**config.mk**
```make
export PLATFORM = sky130hd
export DESIGN_NAME = uart_rx
export DESIGN_NICKNAME = d
export VERILOG_FILES = /design/src/rtl/uart_pkg.sv /design/src/rtl/uart_rx_fsm.sv /design/src/rtl/uart_rx.sv
export SDC_FILE = /design/constraint.sdc
export NUM_CORES = 1
export LEC_CHECK = 0
export CAP_MARGIN = 20
export CORE_UTILIZATION = 40
export DETAILED_ROUTE_END_ITERATION = 8
export SLEW_MARGIN = 0
export SYNTH_ARGS = -nofsm -noshare
export SYNTH_HDL_FRONTEND = slang
export SYNTH_SLANG_ARGS = --single-unit
```
**constraint.sdc**
```tcl
create_clock -name clk -period 1.8 [get_ports clk]
set_input_delay 0.36 -clock clk [delete_from_list [all_inputs] [get_ports clk]]
set_output_delay 0.36 -clock clk [all_outputs]
set_load 0.005 [all_outputs]
```
**src/rtl/uart_pkg.sv**
```systemverilog
// rtl/uart_pkg.sv - shared UART state encoding and frame constants
package uart_pkg;

  localparam int UART_DATA_BITS            = 8;
  localparam int UART_DEFAULT_CLKS_PER_BIT = 87;

  typedef enum logic [2:0] {
    IDLE,
    START,
    DATA,
    PARITY,
    STOP,
    CLEANUP
  } rx_state_t;

endpackage

```
**src/rtl/uart_rx_fsm.sv**
```systemverilog
// rtl/uart_rx_fsm.sv - UART receive control FSM driving the uart_rx datapath
// UART_RX_PARITY_EN inserts the PARITY state between DATA and STOP.
module uart_rx_fsm
  import uart_pkg::*;
(
  input  logic clk,
  input  logic rst_n,
  input  logic rxs,
  input  logic rxs_d,
  input  logic half_bit,
  input  logic full_bit,
  input  logic last_bit,
  input  logic par_fail,
  output logic cnt_clr,
  output logic bit_clr,
  output logic bit_inc,
  output logic shift_en,
`ifdef UART_RX_PARITY_EN
  output logic par_en,
`endif
  output logic load_byte,
  output logic rx_active,
  output logic rx_dv,
  output logic framing_err,
  output logic parity_err
);

  rx_state_t state;

  // Counter restarts on every state change and after every in-state sample.
  assign cnt_clr   = (state == IDLE) || (state == CLEANUP) ||
                     ((state == START) && half_bit) ||
                     ((state inside {DATA, PARITY, STOP}) && full_bit);
  assign bit_clr   = (state == START) && half_bit && !rxs;
  assign shift_en  = (state == DATA) && full_bit;
  assign bit_inc   = shift_en && !last_bit;
`ifdef UART_RX_PARITY_EN
  assign par_en    = (state == PARITY) && full_bit;
`endif
  assign load_byte = (state == STOP) && full_bit && rxs && !par_fail;

  always_ff @(posedge clk or negedge rst_n) begin
    if (!rst_n) begin
      state       <= IDLE;
      rx_active   <= 1'b0;
      rx_dv       <= 1'b0;
      framing_err <= 1'b0;
      parity_err  <= 1'b0;
    end else begin
      rx_dv       <= 1'b0;
      framing_err <= 1'b0;
      parity_err  <= 1'b0;
      case (state)
        IDLE: begin
          rx_active <= 1'b0;
          if (rxs_d && !rxs) state <= START;
        end
        START: begin
          if (half_bit) begin
            if (!rxs) begin
              rx_active <= 1'b1;
              state     <= DATA;
            end else begin
              state <= IDLE;
            end
          end
        end
`ifdef UART_RX_PARITY_EN
        DATA:   if (full_bit && last_bit) state <= PARITY;
        PARITY: if (full_bit) state <= STOP;
`else
        DATA:   if (full_bit && last_bit) state <= STOP;
`endif
        STOP: begin
          if (full_bit) begin
            rx_dv       <= rxs && !par_fail;
            framing_err <= !rxs;
            parity_err  <= par_fail;
            state       <= CLEANUP;
          end
        end
        CLEANUP: begin
          rx_active <= 1'b0;
          state     <= IDLE;
        end
        default: state <= IDLE;
      endcase
    end
  end

endmodule

```
**src/rtl/uart_rx.sv**
```systemverilog
// rtl/uart_rx.sv - UART receiver top: synchronizer, bit counter, shift register, outputs
// UART_RX_PARITY_EN selects 8E1 framing; default build is 8N1 with parity_err tied low.
module uart_rx
  import uart_pkg::*;
#(
  parameter int CLKS_PER_BIT = UART_DEFAULT_CLKS_PER_BIT
) (
  input  logic       clk,
  input  logic       rst_n,
  input  logic       rx_serial,
  output logic       rx_dv,
  output logic [7:0] rx_byte,
  output logic       rx_active,
  output logic       framing_err,
  output logic       parity_err
);

  localparam int CW = $clog2(CLKS_PER_BIT);
  localparam int H  = (CLKS_PER_BIT - 1) / 2;

  logic                      rx_meta, rxs, rxs_d;
  logic [CW-1:0]             clk_cnt;
  logic [2:0]                bit_idx;
  logic [UART_DATA_BITS-1:0] shreg;
  logic half_bit, full_bit, last_bit, par_fail;
  logic cnt_clr, bit_clr, bit_inc, shift_en, load_byte;

  // Synchronizer flops reset high so releasing reset never looks like a start edge.
  always_ff @(posedge clk or negedge rst_n) begin
    if (!rst_n) begin
      rx_meta <= 1'b1;
      rxs     <= 1'b1;
      rxs_d   <= 1'b1;
    end else begin
      rx_meta <= rx_serial;
      rxs     <= rx_meta;
      rxs_d   <= rxs;
    end
  end

  assign half_bit = (clk_cnt == CW'(H));
  assign full_bit = (clk_cnt == CW'(CLKS_PER_BIT - 1));
  assign last_bit = (bit_idx == 3'(UART_DATA_BITS - 1));

  always_ff @(posedge clk or negedge rst_n) begin
    if (!rst_n) begin
      clk_cnt <= '0;
      bit_idx <= '0;
      shreg   <= '0;
      rx_byte <= '0;
    end else begin
      clk_cnt <= cnt_clr ? '0 : clk_cnt + 1'b1;
      if (bit_clr)      bit_idx <= '0;
      else if (bit_inc) bit_idx <= bit_idx + 3'd1;
      if (shift_en)  shreg[bit_idx] <= rxs;
      if (load_byte) rx_byte <= shreg;
    end
  end

`ifdef UART_RX_PARITY_EN
  logic par_en, par_q;

  // Even parity: the received parity bit must equal the XOR of the data bits.
  always_ff @(posedge clk or negedge rst_n) begin
    if (!rst_n)       par_q <= 1'b0;
    else if (bit_clr) par_q <= 1'b0;
    else if (par_en)  par_q <= rxs ^ (^shreg);
  end
  assign par_fail = par_q;
`else
  assign par_fail = 1'b0;
`endif

  uart_rx_fsm u_fsm (
    .clk         (clk),
    .rst_n       (rst_n),
    .rxs         (rxs),
    .rxs_d       (rxs_d),
    .half_bit    (half_bit),
    .full_bit    (full_bit),
    .last_bit    (last_bit),
    .par_fail    (par_fail),
    .cnt_clr     (cnt_clr),
    .bit_clr     (bit_clr),
    .bit_inc     (bit_inc),
    .shift_en    (shift_en),
`ifdef UART_RX_PARITY_EN
    .par_en      (par_en),
`endif
    .load_byte   (load_byte),
    .rx_active   (rx_active),
    .rx_dv       (rx_dv),
    .framing_err (framing_err),
    .parity_err  (parity_err)
  );

endmodule

```
After elaboration in Yosys (flattened, before gate mapping) --
Cells that the tools add are included.
Storage, ports and cells: logic and storage cells 69, bits in registers 35, output and inout port bits 12, input bits 3
Operators by class: eq/ne operators 13, add/subtract/negate cells 2, reduce and logical (&&, ||, !) cells 22, order comparisons 2, mux-type cells 19
Operators with widths (count):
- 3-bit two-way mux | 6
- 3-bit case mux with 4 select lines | 1
- 1-bit logical AND | 10
- 3-bit == test, second input constant | 3
- 8-bit bitwise mux | 1
- 7-bit by 1-bit adder with 7-bit output, second input constant | 1
- 7-bit by 6-bit == test with 1-bit output, second input constant | 1
- 7-bit == test, second input constant | 1
- 1-bit two-way mux | 7
- 7-bit two-way mux | 1
- 3-bit by 2-bit == test with 1-bit output, second input constant | 2
- 2-bit inequality test, second input constant | 3
- 3-bit by 4-bit < comparator with 1-bit output, second input constant | 1
- 2-bit by 1-bit inequality test with 1-bit output, second input constant | 2
- 4-bit AND reduction | 1
- 2-bit nonzero test | 2
- 3-bit by 1-bit adder with 3-bit output, second input constant | 1
- 1-bit demux with 3-bit select | 1
- 3-bit by 1-bit == test with 1-bit output, second input constant | 1
- 3-bit by 1-bit greater-or-equal comparator with 1-bit output, second input constant | 1
- 3-bit zero test | 1
- 1-bit logical OR | 3
- 3-bit AND reduction | 1
- 3-bit nonzero test | 1
- other kinds (4) | 5

Logic depth before layout (Yosys ltp) --
word-level depth 5, gate-level depth with buffers 6

By module --
From an unflattened synthesis, not the netlist that was laid out.
Unflattened totals: cell total of the unflattened synthesis 133, area total of the unflattened synthesis 1606.5 µm²
Modules (own cells, without submodules):
- uart_rx | cells an instance 93, instances 1, sequential area each 729.4 µm², area an instance 1216.2 µm²
- uart_rx_fsm | cells an instance 40, instances 1, sequential area each 175.2 µm², area an instance 390.4 µm²

Worst setup path before layout --
No wires, ideal clock.
path kind reg2reg, start point register bit_idx[0], end point register bit_idx[1], clock period less this slack 1691 ps, buffers on the path 0, required time 1671 ps, path slack 109 ps, stages on the path, launching flop included 6, arrival time 1563 ps, cell sequence dfrtp_1 ha_1 ha_1 or3b_2 o31ai_1 a21oi_1
Between the ends: longest elaborated chain between the ends 4
RTL lines:
- start: declaration | line uart_rx.sv:23 | logic [2:0] bit_idx;
- start signal: assignment | line uart_rx.sv:54 | else if (bit_inc) bit_idx <= bit_idx + 3'd1;
- parallel branches: the longest is 4 deep, another holds 3-bit by 1-bit adder with 3-bit output
Several ways; the timed one is not identified. The select of a mux whose other input is x is not followed. A chain may end at the register's enable or synchronous reset.

Worst setup path after layout --
start point register bit_idx[0], end point register bit_idx[0]
The elaborated chain is that of the path after synthesis.

==> impl_summary.log <==
INFO  metric outcome = finished, final reports clean
INFO  metric first_pass_grt_wire_length = 5768 um
INFO  metric critical_path_sink_type = flop
INFO  metric synth.area.top_cells = dfrtp_1 (47%), mux2_2 (11%), dfstp_2 (4.7%), nand4_1 (3.7%), ha_1 (3.0%)
INFO  metric vias = between 1000 and 1500
INFO  metric timing.critical_path.from_type = flop
INFO  metric h-tree-depth = 2
INFO  metric report.power.total = 2.099 mW
INFO  metric first_global_vias = 1207
INFO  metric std_cell_rows = 23
INFO  metric finClkSkew = about 5.1 ps
INFO  metric dieArea = 4484 um2
INFO  metric grt_remaining_overflow = 0
INFO  metric tns = 0 ps
INFO  metric design.portCount = 15
INFO  metric tritoncts = built
INFO  metric antenna-diode-count = 0
INFO  metric routabilityCongestion = 0.8365
INFO  metric seq_area_frac_synth = 52.11%
INFO  metric detailed_place_hpwl = about 2300 um
INFO  metric synth-async-reset-ratio = 100.0%
INFO  metric grt_start_max_net_pins = 36
INFO  metric post-synth-top-area-cell = dfrtp_1
INFO  metric cts-resized-gates = 0
INFO  metric hold_slack = around 360 ps
INFO  metric synth_seq_cells = 35
INFO  metric port-buffer-count = 13
INFO  metric synth.net_count = 146
INFO  metric floorplan.initialDensity = 41.89%
INFO  metric timing.final.max_slew_violations = 0
INFO  metric yosys-top-cells-count = dfrtp_1 (32), mux2_2 (16), nand4_1 (10)
INFO  metric max-cap-violations = 0
INFO  metric fraction_of_synthesized_area_in_multiplexers = 10.67%
INFO  metric synth_cell_types = between 40 and 50
INFO  metric clk_latency = ~300 ps
INFO  metric postSynthCellCount = 139
INFO  metric min_path_type = flop to flop
INFO  metric cts_inserted_buffers = 5
INFO  metric hold_buffers = 0
INFO  metric finish.net_count = 173
INFO  metric antenna_violations_before_repair = 0
INFO  metric synth.top_cell.area_share = a little under half
INFO  metric worstPathMaxFanout = 4
INFO  metric drt.antenna.violating_nets = 0
INFO  metric rsz0062_at_grt = no
INFO  metric timing.setup.critical_path_class = flop to flop
INFO  metric chipWidth = 66.96 um
INFO  metric max_freq = 576.1 MHz
INFO  metric crit_required = 1970 ps
INFO  metric synthMostInstantiatedCell = dfrtp_1
INFO  metric final_layout_size_suffix_gt1_share = 29.94%
INFO  metric clockBufferDepth = 2
INFO  metric timing.critical_path.arrival = 1910 ps
INFO  metric yosys.area_share.adder = 2.965%
INFO  metric post_synth.cell_area_avg = around 12 um2
INFO  metric floorplan.core_area = 4029 um2
INFO  metric yosysWarningCount = 0
INFO  metric power.density_cell_area = around 1000 nW/um2
INFO  metric period_share = 96.43%
INFO  metric synth_top_family_by_area = simple AND/OR/NAND/NOR gates
INFO  metric drt_pre_antenna_iters = 4
INFO  metric detail_route.iter0.violations = between 80 and 90
INFO  metric finalCriticalPeriod = approximately 1700 ps
INFO  metric cts_sinks = 35
INFO  metric route.detailed.drc = 0
INFO  metric ir_drop = 0.6065 mV
INFO  metric wire_length_reported_by_the_detailed_router = ~3400 um
INFO  metric finalHoldViolCount = 0
INFO  metric synthesis.area = between 1500 and 2000 um2
INFO  metric die_height = 66.96 um
INFO  metric syn2layout_area_growth = 24.09%
INFO  metric setup_failing_eps_final = 0
INFO  metric dominantRegCellSynth = dfrtp_1
INFO  metric post_cts.repair.setup_buffers = 0
INFO  metric vias_per_cell = 5.493
INFO  metric ctsRootBufferMaster = clkbuf_8
INFO  metric yosys.area_share.simple = 19.05%
INFO  metric grt_use_total = 17.87%
INFO  metric drt-wirelength-per-cell = ~16 um
INFO  metric leakagePower = between 0.9 and 1 nW
INFO  metric clk_pin_slew = 70 ps
INFO  metric synth_compound_gate_area_share = 10.16%
INFO  metric synth-edff-count = 0
INFO  metric synth_xor_xnor_area_share = 1.557%
-- routing by layer --
| metal | vias up | share of wire [%] | GRT usage [%] |
|---|---|---|---|
| li1 | 580 | - | - |
| met1 | 584 | 44 | 21.31 |
| met3 | 9 | 3.4 | 5.137 |
| met4 | 0 | 1.9 | 7.979 |
| met5 | - | 0 | 0 |
| met2 | 19 | 51 | 29.55 |
-- path summary, 6_finish.rpt --
check / startpoint / slack (ps) / endpoint / cells after the start
setup / recovery: bit_idx[0] / 60 / bit_idx[0] / 5
min in group asynchronous: rst_n / 430 / shreg[0] / 2
hold / removal: rx_meta / 360 / rxs / 0
hold reg to reg: rx_meta / 360 / rxs / 0
setup reg to reg: bit_idx[0] / 60 / bit_idx[0] / 5
max in group asynchronous: rst_n / 1120 / rx_meta / 2
-- cells by family after synthesis --
family / after synthesis
XOR/XNOR: 3
other: 1
multiplexers: 16
AND/OR/NAND/NOR: 45
adder cells (fa/ha/maj): 4
AO/OA/AOI/OAI: 24
flip-flops: 35
buffers and inverters: 11
-- sequential cells by signal, summed over array words and instances (netlist names) --
name and flops:
rxs_d 1, bit_idx 3, rx_byte 8, rxs 1, u_fsm.framing_err 1, u_fsm.rx_active 1, clk_cnt 7, u_fsm.rx_dv 1
shreg 8, u_fsm.state 3, rx_meta 1
-- critical path, stage by stage (launching register included) --
cell and delay, ps:
dfrtp_1 390, ha_1 200, ha_1 220, or3b_2 480, o31ai_1 230, a21oi_1 100
-- final cells by class --
class	instances	area, um2
clock buffers	5	68.82
clock inverters	3	67.56
fillers	359	1934
inverters	4	15.01
multi-input cells	93	753.2
flip-flops and latches	35	879.6
well taps	50	62.56
repair buffers	27	247.7
-- power breakdown --
| part | leakage (nW) | internal [mW] | switching [mW] | total [mW] |
|---|---|---|---|---|
| Sequential | 0.468 | 0.850 | 0.0585 | 0.908 |
| Combinational | 0.403 | 0.162 | 0.172 | 0.333 |
| Clock | 0.0644 | 0.552 | 0.305 | 0.857 |
| Total | 0.935 | 1.56 | 0.535 | 2.10 |
-- through the flow --
step,area [um2],util (%),worst slack [ps],cells
floorplan,1688,-,108.6,139
global placement,1958,48.60,139.5,209
detailed placement,1958,48.60,76.27,209
CTS,2095,51.99,62.53,217
global route,2095,51.99,18.19,217
finish,2095,51.99,64.26,217
-- placed cells by master, fill, tap and decap left out, types with 4 or more instances in the layout --
cell / Yosys / layout
nand3_1: 4 / 4
inv_1: 4 / 4
dfrtp_1: 32 / 32
a31oi_1: 6 / 6
ha_1: 4 / 4
nand2_1: 4 / 4
mux2_2: 16 / 16
nand4_1: 10 / 10
clkbuf_8: 0 / 5
a21oi_1: 4 / 4
clkdlybuf4s50_1: 0 / 13
buf_4: 3 / 13
(Power assumes the default switching activity.)
